[src/rtl/arb2_pkg.sv]
// Shared definitions for the two-requester round-robin mux-select arbiter.
package arb2_pkg;

    typedef enum logic [1:0] {
        IDLE  = 2'd0,
        GNT_A = 2'd1,
        GNT_B = 2'd2
    } arb_state_t;

    localparam logic SEL_A = 1'b0;
    localparam logic SEL_B = 1'b1;

endpackage : arb2_pkg

[src/rtl/arb2_mux_sel_ctrl_out_reg_stage.sv]
// Valid/ready holding register for the arbiter output beat.
// Loads on i_load, drains on i_ready, holds while stalled.
module out_reg_stage #(
    parameter int unsigned DATA_W = 8
) (
    input  logic              clk,
    input  logic              rst_n,
    input  logic              i_load,
    input  logic [DATA_W-1:0] i_data,
    input  logic              i_ready,
    output logic              o_valid,
    output logic [DATA_W-1:0] o_data,
    output logic              o_accept
);

    logic              r_valid;
    logic [DATA_W-1:0] r_data;

    // Space for a new beat when empty or when the held beat leaves this cycle.
    always_comb begin
        o_accept = !r_valid || i_ready;
    end

    // Load a new beat, otherwise drop the held one once the consumer takes it.
    always_ff @(posedge clk or negedge rst_n) begin
        if (!rst_n) begin
            r_valid <= 1'b0;
            r_data  <= '0;
        end else if (i_load) begin
            r_valid <= 1'b1;
            r_data  <= i_data;
        end else if (i_ready) begin
            r_valid <= 1'b0;
        end
    end

    assign o_valid = r_valid;
    assign o_data  = r_data;

endmodule : out_reg_stage

[src/rtl/arb2_mux_sel_ctrl.sv]
// Two-requester round-robin arbiter driving the select of a downstream 2:1 mux,
// with a registered valid/ready output stage and a per-grant burst limit.
// Optional per-requester beat counters are enabled by defining ARB2_STATS_EN.
module arb2_mux_sel_ctrl
    import arb2_pkg::*;
#(
    parameter int unsigned DATA_W   = 8,
    parameter int unsigned HOLD_MAX = 4
) (
    input  logic              clk,
    input  logic              rst_n,
    input  logic              a_valid,
    input  logic [DATA_W-1:0] a_data,
    output logic              a_ready,
    input  logic              b_valid,
    input  logic [DATA_W-1:0] b_data,
    output logic              b_ready,
    output logic              y_valid,
    output logic [DATA_W-1:0] y_data,
    input  logic              y_ready,
    output logic              sel,
    output logic              busy
`ifdef ARB2_STATS_EN
    ,
    output logic [15:0]       gnt_cnt_a,
    output logic [15:0]       gnt_cnt_b
`endif
);

    localparam int unsigned          CNT_W     = $clog2(HOLD_MAX + 1);
    localparam logic [CNT_W-1:0]     LAST_BEAT = CNT_W'(HOLD_MAX - 1);

    arb_state_t        r_state;
    logic              r_sel;
    logic              r_last;
    logic [CNT_W-1:0]  r_beat_cnt;

    logic              w_accept;
    logic              w_a_xfer;
    logic              w_b_xfer;
    logic              w_load;
    logic [DATA_W-1:0] w_load_data;

    // Readies, transfer strobes and the beat steered into the output register.
    always_comb begin
        a_ready     = w_accept && (r_state == GNT_A);
        b_ready     = w_accept && (r_state == GNT_B);
        w_a_xfer    = a_valid && a_ready;
        w_b_xfer    = b_valid && b_ready;
        w_load      = w_a_xfer || w_b_xfer;
        w_load_data = (r_state == GNT_B) ? b_data : a_data;
    end

    // Arbitration FSM: grant, burst counting and release with round-robin priority.
    // A release goes straight to the contender's grant so switching costs no cycle.
    always_ff @(posedge clk or negedge rst_n) begin
        if (!rst_n) begin
            r_state    <= IDLE;
            r_sel      <= SEL_A;
            r_last     <= SEL_B;
            r_beat_cnt <= '0;
        end else begin
            case (r_state)
                IDLE: begin
                    if (a_valid && (!b_valid || (r_last == SEL_B))) begin
                        r_state <= GNT_A;
                        r_sel   <= SEL_A;
                    end else if (b_valid) begin
                        r_state <= GNT_B;
                        r_sel   <= SEL_B;
                    end
                end
                GNT_A: begin
                    if (!a_valid || (w_a_xfer && (r_beat_cnt == LAST_BEAT))) begin
                        r_last     <= SEL_A;
                        r_beat_cnt <= '0;
                        if (b_valid) begin
                            r_state <= GNT_B;
                            r_sel   <= SEL_B;
                        end else if (!a_valid) begin
                            r_state <= IDLE;
                        end
                    end else if (w_a_xfer) begin
                        r_beat_cnt <= r_beat_cnt + 1'b1;
                    end
                end
                GNT_B: begin
                    if (!b_valid || (w_b_xfer && (r_beat_cnt == LAST_BEAT))) begin
                        r_last     <= SEL_B;
                        r_beat_cnt <= '0;
                        if (a_valid) begin
                            r_state <= GNT_A;
                            r_sel   <= SEL_A;
                        end else if (!b_valid) begin
                            r_state <= IDLE;
                        end
                    end else if (w_b_xfer) begin
                        r_beat_cnt <= r_beat_cnt + 1'b1;
                    end
                end
                default: begin
                    r_state    <= IDLE;
                    r_beat_cnt <= '0;
                end
            endcase
        end
    end

    out_reg_stage #(
        .DATA_W (DATA_W)
    ) u_out_reg (
        .clk      (clk),
        .rst_n    (rst_n),
        .i_load   (w_load),
        .i_data   (w_load_data),
        .i_ready  (y_ready),
        .o_valid  (y_valid),
        .o_data   (y_data),
        .o_accept (w_accept)
    );

    assign sel  = r_sel;
    assign busy = (r_state != IDLE) || y_valid;

`ifdef ARB2_STATS_EN
    logic [15:0] r_cnt_a;
    logic [15:0] r_cnt_b;

    // Saturating accepted-beat counters per requester.
    always_ff @(posedge clk or negedge rst_n) begin
        if (!rst_n) begin
            r_cnt_a <= '0;
            r_cnt_b <= '0;
        end else begin
            if (w_a_xfer && (r_cnt_a != '1)) begin
                r_cnt_a <= r_cnt_a + 16'd1;
            end
            if (w_b_xfer && (r_cnt_b != '1)) begin
                r_cnt_b <= r_cnt_b + 16'd1;
            end
        end
    end

    assign gnt_cnt_a = r_cnt_a;
    assign gnt_cnt_b = r_cnt_b;
`else
    // Statistics counters are not built in this configuration.
`endif

endmodule : arb2_mux_sel_ctrl

[config.mk]
export PLATFORM = sky130hd
export DESIGN_NAME = arb2_mux_sel_ctrl
export DESIGN_NICKNAME = d
export VERILOG_FILES = /design/src/rtl/arb2_pkg.sv /design/src/rtl/arb2_mux_sel_ctrl_out_reg_stage.sv /design/src/rtl/arb2_mux_sel_ctrl.sv
export SDC_FILE = /design/constraint.sdc
export NUM_CORES = 1
export LEC_CHECK = 0
export ABC_AREA = 0
export CAP_MARGIN = 20
export CORE_MARGIN = 8
export CORE_UTILIZATION = 30
export CTS_CLUSTER_DIAMETER = 50
export CTS_CLUSTER_SIZE = 28
export DETAILED_ROUTE_END_ITERATION = 8
export GPL_ROUTABILITY_DRIVEN = 0
export MAX_ROUTING_LAYER = met4
export PLACE_DENSITY = 0.65
export SETUP_SLACK_MARGIN = 0.2
export SLEW_MARGIN = 20
export SYNTH_ARGS = -nofsm -noshare
export SYNTH_HDL_FRONTEND = slang
export SYNTH_SLANG_ARGS = --single-unit
export TNS_END_PERCENT = 30
[constraint.sdc]
create_clock -name clk -period 1.55 [get_ports clk]
set_input_delay 0.31 -clock clk [delete_from_list [all_inputs] [get_ports clk]]
set_output_delay 0.31 -clock clk [all_outputs]
set_load 0.1 [all_outputs]
; ---- Word level (Yosys, flattened, before mapping)
; Cells that the tools add are included.
; W data, S select, Z words.
[totals]
out_inout_bits = 13
elab_cells = 70
input_bits = 21
register_bits = 16
[op_classes]
n_reduce_logical = 25
mux = 26
n_bitwise = 1
n_eq_ne = 11
n_addsub = 1
[ops]
columns = op, count
row1 = $mux W2, 8
row2 = $mux W3, 4
row3 = $mux W1, 9
row4 = $ne A3 B3 Y1 const B, 3
row5 = $pmux W3 S3, 1
row6 = $mux W8, 1
row7 = $logic_and A1 B1 Y1, 7
row8 = $logic_or A1 B1 Y1, 6
row9 = $ne A3 B2 Y1 const B, 2
row10 = $pmux W2 S3, 1
row11 = $reduce_and A3 Y1, 2
row12 = $reduce_bool A2 Y1, 3
row13 = $reduce_and A5 Y1, 1
row14 = $ne A2 B1 Y1 const B, 2
row15 = $reduce_and A4 Y1, 1
row16 = $add A3 B1 Y3 const B, 1
row17 = $eq A3 B2 Y1 const B, 1
row18 = $logic_not A1 Y1, 3
row19 = $pmux W1 S3, 1
row20 = $reduce_bool A3 Y1, 1
row21 = $eq A2 B1 Y1 const B, 1
row22 = $eq A2 B2 Y1 const B, 1
row23 = $logic_not A2 Y1, 1
row24 = $ne A2 B2 Y1 const B, 1
row25 = 2 further kinds, 2

; ---- Depth between registers and ports, before layout
[depth]
word_depth = 8
depth_mapped = 7
depth_no_buf = 6

; ---- By module
; From an unflattened synthesis, not the netlist that was laid out.
[unflattened]
cells_unflattened = 83
hier_area_um2 = 965.9
[modules_own_cells]
columns = mod, seq_area_each_um2, area_each_um2, cells_each, n_inst
row1 = arb2_mux_sel_ctrl, 176.4, 596.8, 63, 1
row2 = out_reg_stage, 225.2, 369.1, 20, 1

; ---- Least setup slack after synthesis
; Ideal clock, no wire load.
[synth_path]
kind = reg-to-output
startpoint = register r_state[0]
endpoint = output port b_ready
slack_ns = -1.280
required_ns = 1.240
n_path_buf = 1
stages_incl_launch_ff = 6
arrival_time_ns = 2.520
cell_sequence = dfrtp_1 inv_1 ha_1 buf_2 inv_1 a21oi_1
[synth_via]
elab_chain_len = 2
[synth_lines]
columns = element, line_no
row1 = "start, declared", arb2_mux_sel_ctrl.sv:33  ; arb_state_t r_state;
row2 = "start signal, assigned", arb2_mux_sel_ctrl.sv:58  ; r_state <= IDLE;
row3 = "start signal, assigned", arb2_mux_sel_ctrl.sv:66  ; r_state <= GNT_A;
row4 = "start signal, assigned", arb2_mux_sel_ctrl.sv:69  ; r_state <= GNT_B;
row5 = $eq A2 B2 Y1, arb2_mux_sel_ctrl.sv:47  ; b_ready = w_accept && (r_state == GNT_B);
row6 = $logic_and A1 B1 Y1, arb2_mux_sel_ctrl.sv:47
row7 = "end, declared", arb2_mux_sel_ctrl.sv:17  ; output logic b_ready,
; Every way passes these cells.

; ---- Final worst setup path
[layout_path]
startpoint = register r_state[0]
endpoint = register r_state[0]
[layout_via]
elab_chain_len = 7
word_cells_on_any_way = 18
classes_between = eq/ne (7) / mux (1) / reduce/logical (10)
[layout_lines]
columns = element, line_no
row1 = $eq A2 B2 Y1 / $eq A2 B1 Y1 (equally long branches), "arb2_mux_sel_ctrl.sv:47, arb2_mux_sel_ctrl.sv:63, arb2_mux_sel_ctrl.sv:46"
row2 = $logic_and A1 B1 Y1 (on tied branches), "arb2_mux_sel_ctrl.sv:47, arb2_mux_sel_ctrl.sv:46"
row3 = $logic_and A1 B1 Y1 (on tied branches), "arb2_mux_sel_ctrl.sv:49, arb2_mux_sel_ctrl.sv:48"
row4 = $logic_and A1 B1 Y1 (on tied branches), "arb2_mux_sel_ctrl.sv:88, arb2_mux_sel_ctrl.sv:74"
row5 = $logic_or A1 B1 Y1 (on tied branches), "arb2_mux_sel_ctrl.sv:88, arb2_mux_sel_ctrl.sv:74"
row6 = $ne A2 B1 Y1 (no source line), -
row7 = $reduce_and A5 Y1 (no source line), -
; Parallel ways exist; a longest one is shown, timed or not.
; A chain may end at the register's enable or synchronous reset.

==> results.yml <==
worst_setup_path:
  cpPeakStageDelay_ns: 0.43
  critPathTopFamily: "compound AO/OA/AOI/OAI gates"
  cpMaxStageDelayCell: "dfrtp_1"
  cp-end-kind: "flop"
  regToRegStartpoint: "r_state[0]"
  crit_fanout: 4
  critPathLaunchType: "flop"
  crit_chain: "buf_6 > ha_4 > a22oi_4 > a21oi_4 > a311oi_4 > mux2_4"
  rrSetupSlack_ns: -0.19
  cp_data_required_time_ns: 1.72
  crit_buf_inv: 1
  crit_path_start: "r_state[0]"
  path_class: "flop to flop"
  worstPathArrival_ns: 1.91
place:
  port_buffers: 33
  place_area_mm2: 0.001563
  dp_hpwl_mm: 1.977
  pre_cts_ws_ns: -0.3883
final_layout:
  num-fill-cells: 256
  syn2layout_area_growth_pct: 86.56
  multi_input_area_um2: 548.0
  layout-drive-gt1-share_pct: 38.51
  seq_area_um2: 405.4
  nets: 176
  num_antenna_cells: 0
  final_cell_area_mm2: 0.001702
routing:
  dr_wl_met3_um: 237
  drtAntennaViolNets: 0
  wl_met1_mm: 1.074
  drt_iter0_drc: 18
  topRoutingLayerUsed: "met4"
  totalWireLength_mm: 2.466
  vias_per_cell: 4.934
  wire_per_inst_um: 13.62
  routed-via-count: 893
  drc: 0
  wl_met2_mm: 1.131
  firstDrtPassIters: 5
timing:
  clock.fmax_mhz: 575.9
  skew_ns: 0.005668
  rsz0062_at_grt: "yes"
  period_minus_slack_ns: 1.736
  slew_headroom_pct: 79.72
  finalSetupViolCount: 6
  worstMarginPinSlew_ns: 0.3023
  finalMaxSlewViolations: 0
  period_share_pct: 112.0
  setup_ws_ns: -0.1865
  timing.hold.ws_ns: 0.3349
  hold_viol_final: 0
floorplan:
  io_pins: 34
  die_height_um: 71.14
  core_mm2: 0.002978
  start_util_pct: 30.63
  die-width_um: 71.14
  die_area_mm2: 0.005061
  rows: 20
run_status:
  violations: "setup timing"
  outcome: "finished with violations"
synthesis:
  synth_top_area_cell: "dfrtp_1"
  ys_types: 23
  yosys_warnings: 0
  synth-edff-count: 0
  synthArstFlopShare_pct: 100.0
  yosysMostFrequentCell: "dfrtp_1"
  synth_area_um2: 912.1
  synth_seq_cells: 16
  yosys.area.top_type_share_pct: 41.15
  syn_area_per_cell_um2: 9.914
  synthFlopType: "dfrtp_1"
  seq_area_frac_synth_pct: 44.03
  syn-num-nets: 119
  yosys-top-cells-area: "dfrtp_1 41%, mux2i_1 8.8%, ha_1 8.2%, a21oi_1 6.6%, o21ai_0 4.4%"
  yosys-top-cells-count: "15 x dfrtp_1, 12 x a21oi_1, 10 x nor2_1"
  postSynthCellCount: 92
clocking:
  cts_tree: "built"
  clock_path_buffers: 2
  numCtsBuffers: 3
  insertion_delay_ns: 0.28
  clock-sinks: 16
  path_clk_slew_ns: 0.09
  clock-root-buffer: "clkbuf_4"
  htreeDepth: 1
worst_hold_path:
  hold_class: "primary input to asynchronous set/reset pin"
flow_run:
  drv_cap: 0
global_routing:
  grt_max_degree: 17
  grt.total_usage_pct: 10.47
  grt_overflow: 0
  antenna_found_initial: 0
  grt_pass1_wl_mm: 4.202
  grt_pass1_vias: 996
-- state kept, by name, indices dropped and copies added (netlist names) --
name               cells
u_out_reg.o_data       8
r_beat_cnt             3
r_state                2
r_last                 1
sel                    1
u_out_reg.o_valid      1
-- final cells by class --
cell class	instances	share of cell area (%)
Timing Repair Buffer	54	37.72
Multi-Input combinational cell	65	32.21
Sequential cell	16	23.82
Tap cell	33	2.426
Inverter	9	2.279
Clock buffer	4	1.544
-- cell usage in the layout (no fill, tap or decap), drive strengths merged, types with 2 or more instances in the layout --
cell / netlist / final
buf: 2 / 34
clkdlybuf4s50: 0 / 20
clkbuf: 0 / 4
nand2: 5 / 5
mux2i: 8 / 8
dfrtp: 15 / 15
o21ai: 8 / 8
nor2: 10 / 10
ha: 6 / 6
nand2b: 3 / 3
inv: 9 / 9
a21oi: 14 / 14
a211oi: 2 / 2
mux2: 3 / 3
-- routing by layer --
metal / global-route usage, % / up-vias
li1: - / 430
met5: - / -
met1: 11.46 / 418
met4: 3.464 / 0
met3: 4.661 / 4
met2: 16.53 / 41
-- final timing paths --
check	endpoint	cells past startpoint
worst max-delay path	r_state[0]	6
worst min-delay path	u_out_reg.o_data[7]	2
worst max register to register	r_state[0]	6
worst min register to register	r_beat_cnt[2]	2
max in group asynchronous	r_last	2
min in group clk	r_beat_cnt[2]	2
-- through the flow --
stage	util, %	TNS [ns]	std cells
after detailed placement	52.48	-3.185	169
after global placement	52.48	-2.688	169
after floorplan	-	-0.3844	92
final	57.14	-0.8687	181
after global routing	57.14	-2.328	181
after CTS	55.04	-0.8686	177
-- cells by family after synthesis --
kind of cell / synth area share (%)
buffers and inverters: 5.075
muxes: 12.48
AOI/OAI and AO/OA: 20.44
and+or+nand+nor: 9.740
DFF: 44.03
adders and majority gates: 8.230
-- timing repair --
| item | 4_1_cts | 5_1_grt |
|---|---|---|
| setup buffers | 4 | 4 |
| gates resized for setup | 5 | 8 |
| endpoints found under the setup margin | 18 | 19 |
| hold buffers | 0 | 0 |
| pin swaps | 0 | 3 |
Power is left out: the tool's default activity adds up to more than one toggle a clock period on the data nets, which glitch-free logic cannot reach.
